<file path="src/rtl/life_pkg.sv">
// Shared types and helpers for the Game of Life viewport renderer.
//   rgb_t     : 12-bit RGB444 pixel
//   timing_t  : active/porch/sync widths of one video axis
//   state_t   : renderer FSM states
//   log2      : ceiling log2, used to size counters and address fields
package life_pkg;

  typedef logic [11:0] rgb_t;

  localparam rgb_t ALIVE_COLOR_DEFAULT = 12'hFFF;
  localparam rgb_t DEAD_COLOR_DEFAULT  = 12'h000;
  localparam rgb_t GRID_COLOR_DEFAULT  = 12'h333;

  typedef struct packed {
    logic [15:0] active;
    logic [15:0] fp;
    logic [15:0] sync;
    logic [15:0] bp;
  } timing_t;

  typedef enum logic {
    ST_IDLE,
    ST_RUN
  } state_t;

  function automatic int log2(input int n);
    int r;
    r = 0;
    for (int i = 0; i < 31; i++) begin
      if ((1 << r) < n) r = r + 1;
    end
    return r;
  endfunction

endpackage

</file>
<file path="src/rtl/life_view_renderer_if.sv">
// Cell-memory read bus between the renderer (master) and the board memory
// (slave).
//   addr_r_out : word address issued by the renderer
//   data_r_in  : word returned by the memory a fixed number of cycles later
interface life_view_renderer_if #(
  parameter int ADDR_W = 15,
  parameter int DATA_W = 32
);
  logic [ADDR_W-1:0] addr_r_out;
  logic [DATA_W-1:0] data_r_in;

  modport master (output addr_r_out, input data_r_in);
  modport slave  (input addr_r_out, output data_r_in);
endinterface

</file>
<file path="src/rtl/vga_timing.sv">
// Free-running raster counters with raw (undelayed) sync and blank.
//   clk_in, rst_in : pixel clock, asynchronous active-high reset
//   en             : counters run while high, are held at 0 while low
//   hcount, vcount : current raster position
//   hsync_raw, vsync_raw : active-low syncs decoded from the counters
//   blank_raw      : high outside the visible area
module vga_timing
  import life_pkg::*;
#(
  parameter timing_t H_T = '{active: 16'd1024, fp: 16'd24, sync: 16'd136, bp: 16'd160},
  parameter timing_t V_T = '{active: 16'd768, fp: 16'd3, sync: 16'd6, bp: 16'd29},
  parameter int HW = log2(int'(H_T.active) + int'(H_T.fp) + int'(H_T.sync) + int'(H_T.bp)),
  parameter int VW = log2(int'(V_T.active) + int'(V_T.fp) + int'(V_T.sync) + int'(V_T.bp))
) (
  input  logic          clk_in,
  input  logic          rst_in,
  input  logic          en,
  output logic [HW-1:0] hcount,
  output logic [VW-1:0] vcount,
  output logic          hsync_raw,
  output logic          vsync_raw,
  output logic          blank_raw
);

  localparam int H_SS_I = int'(H_T.active) + int'(H_T.fp);
  localparam int V_SS_I = int'(V_T.active) + int'(V_T.fp);
  localparam int H_SE_I = H_SS_I + int'(H_T.sync);
  localparam int V_SE_I = V_SS_I + int'(V_T.sync);

  localparam logic [HW-1:0] H_LAST = HW'(H_SE_I + int'(H_T.bp) - 1);
  localparam logic [VW-1:0] V_LAST = VW'(V_SE_I + int'(V_T.bp) - 1);
  localparam logic [HW-1:0] H_ACT  = HW'(int'(H_T.active));
  localparam logic [VW-1:0] V_ACT  = VW'(int'(V_T.active));
  localparam logic [HW-1:0] H_SS   = HW'(H_SS_I);
  localparam logic [HW-1:0] H_SE   = HW'(H_SE_I);
  localparam logic [VW-1:0] V_SS   = VW'(V_SS_I);
  localparam logic [VW-1:0] V_SE   = VW'(V_SE_I);

  always_ff @(posedge clk_in or posedge rst_in) begin
    if (rst_in) begin
      hcount <= '0;
      vcount <= '0;
    end else if (!en) begin
      hcount <= '0;
      vcount <= '0;
    end else if (hcount == H_LAST) begin
      hcount <= '0;
      vcount <= (vcount == V_LAST) ? '0 : vcount + 1'b1;
    end else begin
      hcount <= hcount + 1'b1;
    end
  end

  assign hsync_raw = !((hcount >= H_SS) && (hcount < H_SE));
  assign vsync_raw = !((vcount >= V_SS) && (vcount < V_SE));
  assign blank_raw = (hcount >= H_ACT) || (vcount >= V_ACT);

endmodule

</file>
<file path="src/rtl/life_view_renderer.sv">
// Scrollable, zoomable Game of Life viewport renderer.
//   clk_in, rst_in  : pixel clock, asynchronous active-high reset
//   start_in        : leaves IDLE and starts free-running frame generation
//   view_x_in/_y_in : top-left board cell of the viewport (latched per frame)
//   zoom_in         : pixels per cell = 1 << zoom_in (latched per frame)
//   grid_en_in      : grid overlay enable (latched per frame, needs zoom >= 2)
//   mem             : cell-memory read bus (address out, word in)
//   done_out        : one-cycle pulse as blank rises after the last visible pixel
//   pix_out         : RGB444 pixel; hsync_out/vsync_out active low; blank_out
// Pixel path: counters -> address register -> memory (READ_LATENCY) -> output
// register, so every output lags its counter value by READ_LATENCY+2 cycles.
module life_view_renderer
  import life_pkg::*;
#(
  parameter int   H_ACTIVE     = 1024,
  parameter int   H_FP         = 24,
  parameter int   H_SYNC       = 136,
  parameter int   H_BP         = 160,
  parameter int   V_ACTIVE     = 768,
  parameter int   V_FP         = 3,
  parameter int   V_SYNC       = 6,
  parameter int   V_BP         = 29,
  parameter int   LINE_WIDTH   = 32,
  parameter int   LOG_BOARD_W  = 10,
  parameter int   LOG_BOARD_H  = 10,
  parameter int   READ_LATENCY = 2,
  parameter rgb_t ALIVE_COLOR  = ALIVE_COLOR_DEFAULT,
  parameter rgb_t DEAD_COLOR   = DEAD_COLOR_DEFAULT,
  parameter rgb_t GRID_COLOR   = GRID_COLOR_DEFAULT
) (
  input  logic                   clk_in,
  input  logic                   rst_in,
  input  logic                   start_in,
  input  logic [LOG_BOARD_W-1:0] view_x_in,
  input  logic [LOG_BOARD_H-1:0] view_y_in,
  input  logic [1:0]             zoom_in,
  input  logic                   grid_en_in,
  life_view_renderer_if.master   mem,
  output logic                   done_out,
  output rgb_t                   pix_out,
  output logic                   hsync_out,
  output logic                   vsync_out,
  output logic                   blank_out
);

  localparam int BI = log2(LINE_WIDTH);
  localparam int HW = log2(H_ACTIVE + H_FP + H_SYNC + H_BP);
  localparam int VW = log2(V_ACTIVE + V_FP + V_SYNC + V_BP);
  localparam timing_t H_T = '{active: 16'(H_ACTIVE), fp: 16'(H_FP), sync: 16'(H_SYNC), bp: 16'(H_BP)};
  localparam timing_t V_T = '{active: 16'(V_ACTIVE), fp: 16'(V_FP), sync: 16'(V_SYNC), bp: 16'(V_BP)};
  localparam logic [HW-1:0] H_AFTER_LAST = HW'(H_ACTIVE);
  localparam logic [VW-1:0] V_LAST_VIS   = VW'(V_ACTIVE - 1);

  // Per-pixel side information travelling alongside the memory read.
  typedef struct packed {
    logic          valid;
    logic [BI-1:0] bit_idx;
    logic          grid;
    logic          blank;
    logic          hsync;
    logic          vsync;
    logic          last;
  } tag_t;

  state_t state;
  logic   run;

  always_ff @(posedge clk_in or posedge rst_in) begin
    if (rst_in) begin
      state <= ST_IDLE;
    end else begin
      case (state)
        ST_IDLE: if (start_in) state <= ST_RUN;
        default: state <= ST_RUN;
      endcase
    end
  end

  assign run = (state == ST_RUN);

  logic [HW-1:0] hcount;
  logic [VW-1:0] vcount;
  logic          hsync_raw, vsync_raw, blank_raw;

  vga_timing #(.H_T(H_T), .V_T(V_T), .HW(HW), .VW(VW)) u_timing (
    .clk_in    (clk_in),
    .rst_in    (rst_in),
    .en        (run),
    .hcount    (hcount),
    .vcount    (vcount),
    .hsync_raw (hsync_raw),
    .vsync_raw (vsync_raw),
    .blank_raw (blank_raw)
  );

  // Frame latch. At the origin the live inputs are used directly so the very
  // first pixel of a frame already sees the new view settings.
  logic                   origin;
  logic [LOG_BOARD_W-1:0] view_x_reg, view_x_eff;
  logic [LOG_BOARD_H-1:0] view_y_reg, view_y_eff;
  logic [1:0]             zoom_reg, zoom_eff;
  logic                   grid_reg, grid_eff;

  assign origin = run && (hcount == '0) && (vcount == '0);

  always_ff @(posedge clk_in or posedge rst_in) begin
    if (rst_in) begin
      view_x_reg <= '0;
      view_y_reg <= '0;
      zoom_reg   <= '0;
      grid_reg   <= 1'b0;
    end else if (origin) begin
      view_x_reg <= view_x_in;
      view_y_reg <= view_y_in;
      zoom_reg   <= zoom_in;
      grid_reg   <= grid_en_in;
    end
  end

  assign view_x_eff = origin ? view_x_in  : view_x_reg;
  assign view_y_eff = origin ? view_y_in  : view_y_reg;
  assign zoom_eff   = origin ? zoom_in    : zoom_reg;
  assign grid_eff   = origin ? grid_en_in : grid_reg;

  // Stage 0: board cell under the beam; the sum truncates to the board size,
  // which is exactly the toroidal wrap.
  logic [LOG_BOARD_W-1:0] cell_x;
  logic [LOG_BOARD_H-1:0] cell_y;
  logic [HW-1:0]          hmask;
  logic [VW-1:0]          vmask;
  tag_t                   tag0;

  always_comb begin
    cell_x = view_x_eff + LOG_BOARD_W'(hcount >> zoom_eff);
    cell_y = view_y_eff + LOG_BOARD_H'(vcount >> zoom_eff);
    hmask  = (HW'(1) << zoom_eff) - HW'(1);
    vmask  = (VW'(1) << zoom_eff) - VW'(1);
    tag0         = '0;
    tag0.valid   = run;
    tag0.bit_idx = cell_x[BI-1:0];
    tag0.grid    = grid_eff && (zoom_eff >= 2'd2) &&
                   (((hcount & hmask) == '0) || ((vcount & vmask) == '0));
    tag0.blank   = blank_raw;
    tag0.hsync   = hsync_raw;
    tag0.vsync   = vsync_raw;
    tag0.last    = (hcount == H_AFTER_LAST) && (vcount == V_LAST_VIS);
  end

  // Stage 1 address register plus the tag shift register; pipe[READ_LATENCY]
  // lines up with the word on data_r_in.
  tag_t pipe [0:READ_LATENCY];
  tag_t tail;

  always_ff @(posedge clk_in or posedge rst_in) begin
    if (rst_in) begin
      mem.addr_r_out <= '0;
      for (int i = 0; i <= READ_LATENCY; i++) pipe[i] <= '0;
    end else begin
      mem.addr_r_out <= run ? {cell_y, cell_x[LOG_BOARD_W-1:BI]} : '0;
      pipe[0] <= tag0;
      for (int i = 1; i <= READ_LATENCY; i++) pipe[i] <= pipe[i-1];
    end
  end

  assign tail = pipe[READ_LATENCY];

  // Output register; invalid slots (IDLE or pipeline still filling) show the
  // reset values.
  always_ff @(posedge clk_in or posedge rst_in) begin
    if (rst_in) begin
      pix_out   <= '0;
      hsync_out <= 1'b1;
      vsync_out <= 1'b1;
      blank_out <= 1'b1;
      done_out  <= 1'b0;
    end else if (!tail.valid) begin
      pix_out   <= '0;
      hsync_out <= 1'b1;
      vsync_out <= 1'b1;
      blank_out <= 1'b1;
      done_out  <= 1'b0;
    end else begin
      hsync_out <= tail.hsync;
      vsync_out <= tail.vsync;
      blank_out <= tail.blank;
      done_out  <= tail.last;
      if (tail.blank)                       pix_out <= '0;
      else if (tail.grid)                   pix_out <= GRID_COLOR;
      else if (mem.data_r_in[tail.bit_idx]) pix_out <= ALIVE_COLOR;
      else                                  pix_out <= DEAD_COLOR;
    end
  end

endmodule

</file>
<file path="src/flat_wrapper.sv">
// flat-port wrapper written by rule: the top's interface ports become plain ports
module life_view_renderer_flat import life_pkg::*;
#(
  parameter int   H_ACTIVE     = 1024,
  parameter int   H_FP         = 24,
  parameter int   H_SYNC       = 136,
  parameter int   H_BP         = 160,
  parameter int   V_ACTIVE     = 768,
  parameter int   V_FP         = 3,
  parameter int   V_SYNC       = 6,
  parameter int   V_BP         = 29,
  parameter int   LINE_WIDTH   = 32,
  parameter int   LOG_BOARD_W  = 10,
  parameter int   LOG_BOARD_H  = 10,
  parameter int   READ_LATENCY = 2,
  parameter rgb_t ALIVE_COLOR  = ALIVE_COLOR_DEFAULT,
  parameter rgb_t DEAD_COLOR   = DEAD_COLOR_DEFAULT,
  parameter rgb_t GRID_COLOR   = GRID_COLOR_DEFAULT
)
  (clk_in, rst_in, start_in, view_x_in, view_y_in, zoom_in, grid_en_in, done_out, pix_out, hsync_out, vsync_out, blank_out, mem_addr_r_out, mem_data_r_in);
  life_view_renderer_if #(.ADDR_W(15), .DATA_W(32)) mem_i ();
  input  logic clk_in;
  input  logic rst_in;
  input  logic start_in;
  input  logic [LOG_BOARD_W-1:0] view_x_in;
  input  logic [LOG_BOARD_H-1:0] view_y_in;
  input  logic [1:0] zoom_in;
  input  logic grid_en_in;
  output logic done_out;
  output rgb_t pix_out;
  output logic hsync_out;
  output logic vsync_out;
  output logic blank_out;
  output wire logic [$bits(mem_i.addr_r_out)-1:0] mem_addr_r_out;
  input wire logic [$bits(mem_i.data_r_in)-1:0] mem_data_r_in;
  assign mem_addr_r_out = mem_i.addr_r_out;
  assign mem_i.data_r_in = mem_data_r_in;
  life_view_renderer #(.H_ACTIVE(H_ACTIVE), .H_FP(H_FP), .H_SYNC(H_SYNC), .H_BP(H_BP), .V_ACTIVE(V_ACTIVE), .V_FP(V_FP), .V_SYNC(V_SYNC), .V_BP(V_BP), .LINE_WIDTH(LINE_WIDTH), .LOG_BOARD_W(LOG_BOARD_W), .LOG_BOARD_H(LOG_BOARD_H), .READ_LATENCY(READ_LATENCY), .ALIVE_COLOR(ALIVE_COLOR), .DEAD_COLOR(DEAD_COLOR), .GRID_COLOR(GRID_COLOR)) u_core (.clk_in(clk_in), .rst_in(rst_in), .start_in(start_in), .view_x_in(view_x_in), .view_y_in(view_y_in), .zoom_in(zoom_in), .grid_en_in(grid_en_in), .mem(mem_i), .done_out(done_out), .pix_out(pix_out), .hsync_out(hsync_out), .vsync_out(vsync_out), .blank_out(blank_out));
endmodule
</file>
<file path="config.mk">
export PLATFORM = sky130hd
export DESIGN_NAME = life_view_renderer_flat
export DESIGN_NICKNAME = d
export VERILOG_FILES = /design/src/rtl/life_pkg.sv /design/src/rtl/life_view_renderer_if.sv /design/src/rtl/vga_timing.sv /design/src/rtl/life_view_renderer.sv /design/src/flat_wrapper.sv
export SDC_FILE = /design/constraint.sdc
export NUM_CORES = 1
export LEC_CHECK = 0
export CORE_ASPECT_RATIO = 0.5
export CORE_MARGIN = 5
export CORE_UTILIZATION = 30
export CTS_BUF_LIST = sky130_fd_sc_hd__clkbuf_16
export CTS_CLUSTER_DIAMETER = 40
export DETAILED_ROUTE_END_ITERATION = 8
export SYNTH_ARGS = -nofsm -noshare
export SYNTH_HDL_FRONTEND = slang
export SYNTH_SLANG_ARGS = --single-unit
</file>
<file path="constraint.sdc">
create_clock -name clk_in -period 4 [get_ports clk_in]
set_input_delay 0.6 -clock clk_in [delete_from_list [all_inputs] [get_ports clk_in]]
set_output_delay 0.6 -clock clk_in [all_outputs]
set_load 0.03 [all_outputs]
</file>
==> impl_metrics.tcl <==
set metrics [dict create \
    core_area_um2 17360 \
    overflow 0 \
    seq_area_frac_synth 0.4684 \
    endpoint_kind "register" \
    n_antenna_cell 0 \
    finalHoldViolCount 0 \
    grt_pass1_vias 3776 \
    synth_cell_types 54 \
    worstReg2RegEnd "u_core.mem.addr_r_out[14]$_DFF_PP0_" \
    nets 646 \
    postSynthAreaPerCell_um2 11.54 \
    die_w_um 197.9 \
    drv_cap 0 \
    required_ns 4.26 \
    cellLeakagePower_nw 3.004 \
    htreeDepth 3 \
    largest_reg_flops 33 \
    slew_headroom 0.2663 \
    synth_area_um2 5298 \
    drv_slew 0 \
    cts_tree "done" \
    status "finished, final reports clean" \
    finish.utilization 0.3934 \
    critPathKind "reg2reg" \
    pwr-share-seq 0.322 \
    hp-start "u_core.pipe[27]$_DFF_PP0_" \
    synth_top_area_cell "dfrtp_1" \
    cp_slowest_cell "dfrtp_1" \
    crit_path_cell_trace "inv_2, ha_1, nor4b_2, nand3_1, nor3_4, buf_4, mux2i_4, buf_6, clkinv_8, mux2i_1, ha_1, a21o_1, a21oi_1, o211ai_1, a311o_1, a21o_1, mux2i_1" \
    timing.final.crit_period_ns 3.830 \
    power_mw 4.725 \
    layout-drive-gt1-share 0.1802 \
    cts_num_sinks 99 \
    hold_path_class "reg2reg" \
    p_comb_frac 0.513 \
    r2r_cells 17 \
    p_clk_frac 0.165 \
    wl_mm 12.00 \
    hold_end "u_core.pipe[16]$_DFF_PP0_" \
    syn_nets 544 \
    p_switching_mw 1.804 \
    holdWs_ns 0.3479 \
    grt_max_degree 46 \
    ios 89 \
    p_per_area_nw_per_um2 692.0 \
    reg_top3 "u_core.pipe x33, u_core.mem.addr_r_out x15, u_core.u_timing.hcount x11" \
    std_cell_rows 34 \
    die-area_um2 20580 \
    layout_setup_ws_ns 0.1696 \
    crit_path_max_incr_delay_ns 0.39 \
    top_register "u_core.pipe" \
    postRouteAntennaNets 0 \
    fin_crit_sh 0.9576 \
    irDropWorstVdd_uv 333.5 \
    setup_violations 0 \
    critPathMaxFanout 10 \
    start_util 0.3052 \
    regArea_um2 2481 \
    swShare 0.3819 \
    area_growth_pct 28.89 \
    yosys_warnings 0 \
    num_vias 3727 \
    cts_buffers 9 \
    tightest_slew_ns 1.093 \
    fmax_mhz 261.1 \
    synth-seq-cells 99 \
    grt_pass1_wl_mm 19.62 \
    firstDrtPassIters 4 \
    io_buffers 88 \
    rrSetupSlack_ns 0.17 \
    synth_ff_type "dfrtp_1" \
    track_usage 0.1188 \
    vias_per_cell 4.659 \
    insertion_delay_ns 0.34 \
    yosysTopAreaCellShare 0.4535 \
    dp_slack_ns 0.05920 \
    drc 0 \
    place_hpwl_mm 8.991 \
    multi_input_area_um2 2544 \
    timing.rr.start "u_core.u_timing.vcount[1]$_DFFE_PP0P_" \
    async_reset_ff_frac 1.000 \
    clockRootBuffer "clkbuf_16" \
    place.gp.congestion 0.8217 \
    yosys-top-cells-area "dfrtp_1, mux2i_1, ha_1" \
    synth_edf_count 0 \
    clock_path_buffers 2 \
    antenna_found_initial 0 \
    hold_depth 0 \
    p_int_mw 2.920 \
    arrival_ns 4.09 \
    wl_per_cell_um 15.00 \
    fin_skew_ns 0.007112 \
    num-fill-cells 1671 \
    first_iter_violations 161 \
    cp-start-kind "register" \
    synthCells 459 \
    clkTransAtPathRegs_ns 0.07 \
    die_h_um 104.0 \
]
-- logic make-up (layout without fill, tap and decap cells) --
family | after synthesis | count (layout) | synth area share
flip-flops | 99 | 99 | 0.4684
multiplexers | 71 | 71 | 0.1675
buffers and inverters | 51 | 158 | 0.05834
AND/OR/NAND/NOR | 119 | 119 | 0.1167
XOR/XNOR | 21 | 21 | 0.03732
AO/OA/AOI/OAI | 71 | 71 | 0.08526
adder cells (fa/ha/maj) | 27 | 27 | 0.06660
-- power by group through the flow --
stage	logic (mW)	registers (mW)	clock network [mW]
6_report	2.42	1.52	0.780
3_5_place_dp	2.34	1.55	0
5_1_grt	2.63	1.57	0.853
4_1_cts	2.36	1.53	0.813
2_1_floorplan	1.62	1.66	0
3_3_place_gp	2.32	1.54	0
-- worst max path at each step --
stage,startpoint,end
2_1_floorplan,u_core.u_timing.vcount[0]$_DFFE_PP0P_,u_core.mem.addr_r_out[13]$_DFF_PP0_
3_3_place_gp,u_core.u_timing.vcount[1]$_DFFE_PP0P_,u_core.mem.addr_r_out[13]$_DFF_PP0_
3_5_place_dp,u_core.u_timing.vcount[1]$_DFFE_PP0P_,u_core.mem.addr_r_out[13]$_DFF_PP0_
4_1_cts,u_core.u_timing.vcount[1]$_DFFE_PP0P_,u_core.mem.addr_r_out[13]$_DFF_PP0_
5_1_grt,u_core.u_timing.vcount[1]$_DFFE_PP0P_,u_core.mem.addr_r_out[14]$_DFF_PP0_
6_report,u_core.u_timing.vcount[1]$_DFFE_PP0P_,u_core.mem.addr_r_out[14]$_DFF_PP0_
-- synth_stat cells (all sizes together), types with 5 or more instances --
library cell  count
buf              27
a21o              9
nand2b            7
nand3            17
mux2i            39
nand4             6
nor2             34
inv              18
o21ai            21
and3              5
clkbuf            5
and2              5
a21oi            19
mux4             11
mux2             21
dfrtp            96
nor3             11
ha               25
xor2             12
xnor2             8
nand2            22
-- worst max-delay path: cells and delay by family, from the launching register on --
family	cells	cell delay, ns
flops	1	0.39
fa+ha+maj	2	0.42
mux	3	0.67
simple gates	3	0.64
compound gates	5	1.08
buf+inv	4	0.56
-- placed cells by master, fill, tap and decap left out, drive strengths merged, types with 3 or more instances in the layout --
master / count
a211oi: 3
a21o: 9
a21oi: 19
a31oi: 3
and2: 5
and3: 5
buf: 35
clkbuf: 9
clkdlybuf4s50: 88
clkinv: 3
clkinvlp: 3
dfrtp: 96
dfstp: 3
ha: 25
inv: 20
mux2: 21
mux2i: 39
mux4: 11
nand2: 22
nand2b: 7
nand3: 17
nand4: 6
nor2: 34
nor3: 11
nor3b: 3
o21ai: 21
o31ai: 3
xnor2: 8
xor2: 12
-- area by class of cell --
cell class	instances	area share
sequential	99	0.3634
timing repair buffer	123	0.1697
multi-input combinational	309	0.3725
tap	234	0.04288
clock inverter	7	0.005498
clock buffer	9	0.03299
inverter	19	0.01301
-- metrics by stage --
| stage | instance area [um^2] | TNS (ns) | std cells |
|---|---|---|---|
| 2_1_floorplan | 5298 | 0 | 459 |
| 3_5_place_dp | 6482 | 0 | 779 |
| 5_1_grt | 6828 | -0.02018 | 800 |
| 6_report | 6828 | 0 | 800 |
| 3_3_place_gp | 6482 | 0 | 779 |
| 4_1_cts | 6745 | 0 | 795 |
-- metal layers --
layer	vias to the layer above	GRT usage	share of wire
li1	1824	-	-
met1	1801	0.1649	0.48
met3	10	0.03366	0.061
met2	92	0.1821	0.45
met4	0	0.03193	0.011
met5	-	0	0
-- what timing repair did --
| action | 4_1_cts | 5_1_grt |
|---|---|---|
| setup buffers | 0 | 5 |
| endpoints found under the setup margin | 0 | 3 |
| resized for setup | 0 | 13 |
| hold buffers | 0 | 0 |
Note: power is estimated with default switching activity, not from simulation.
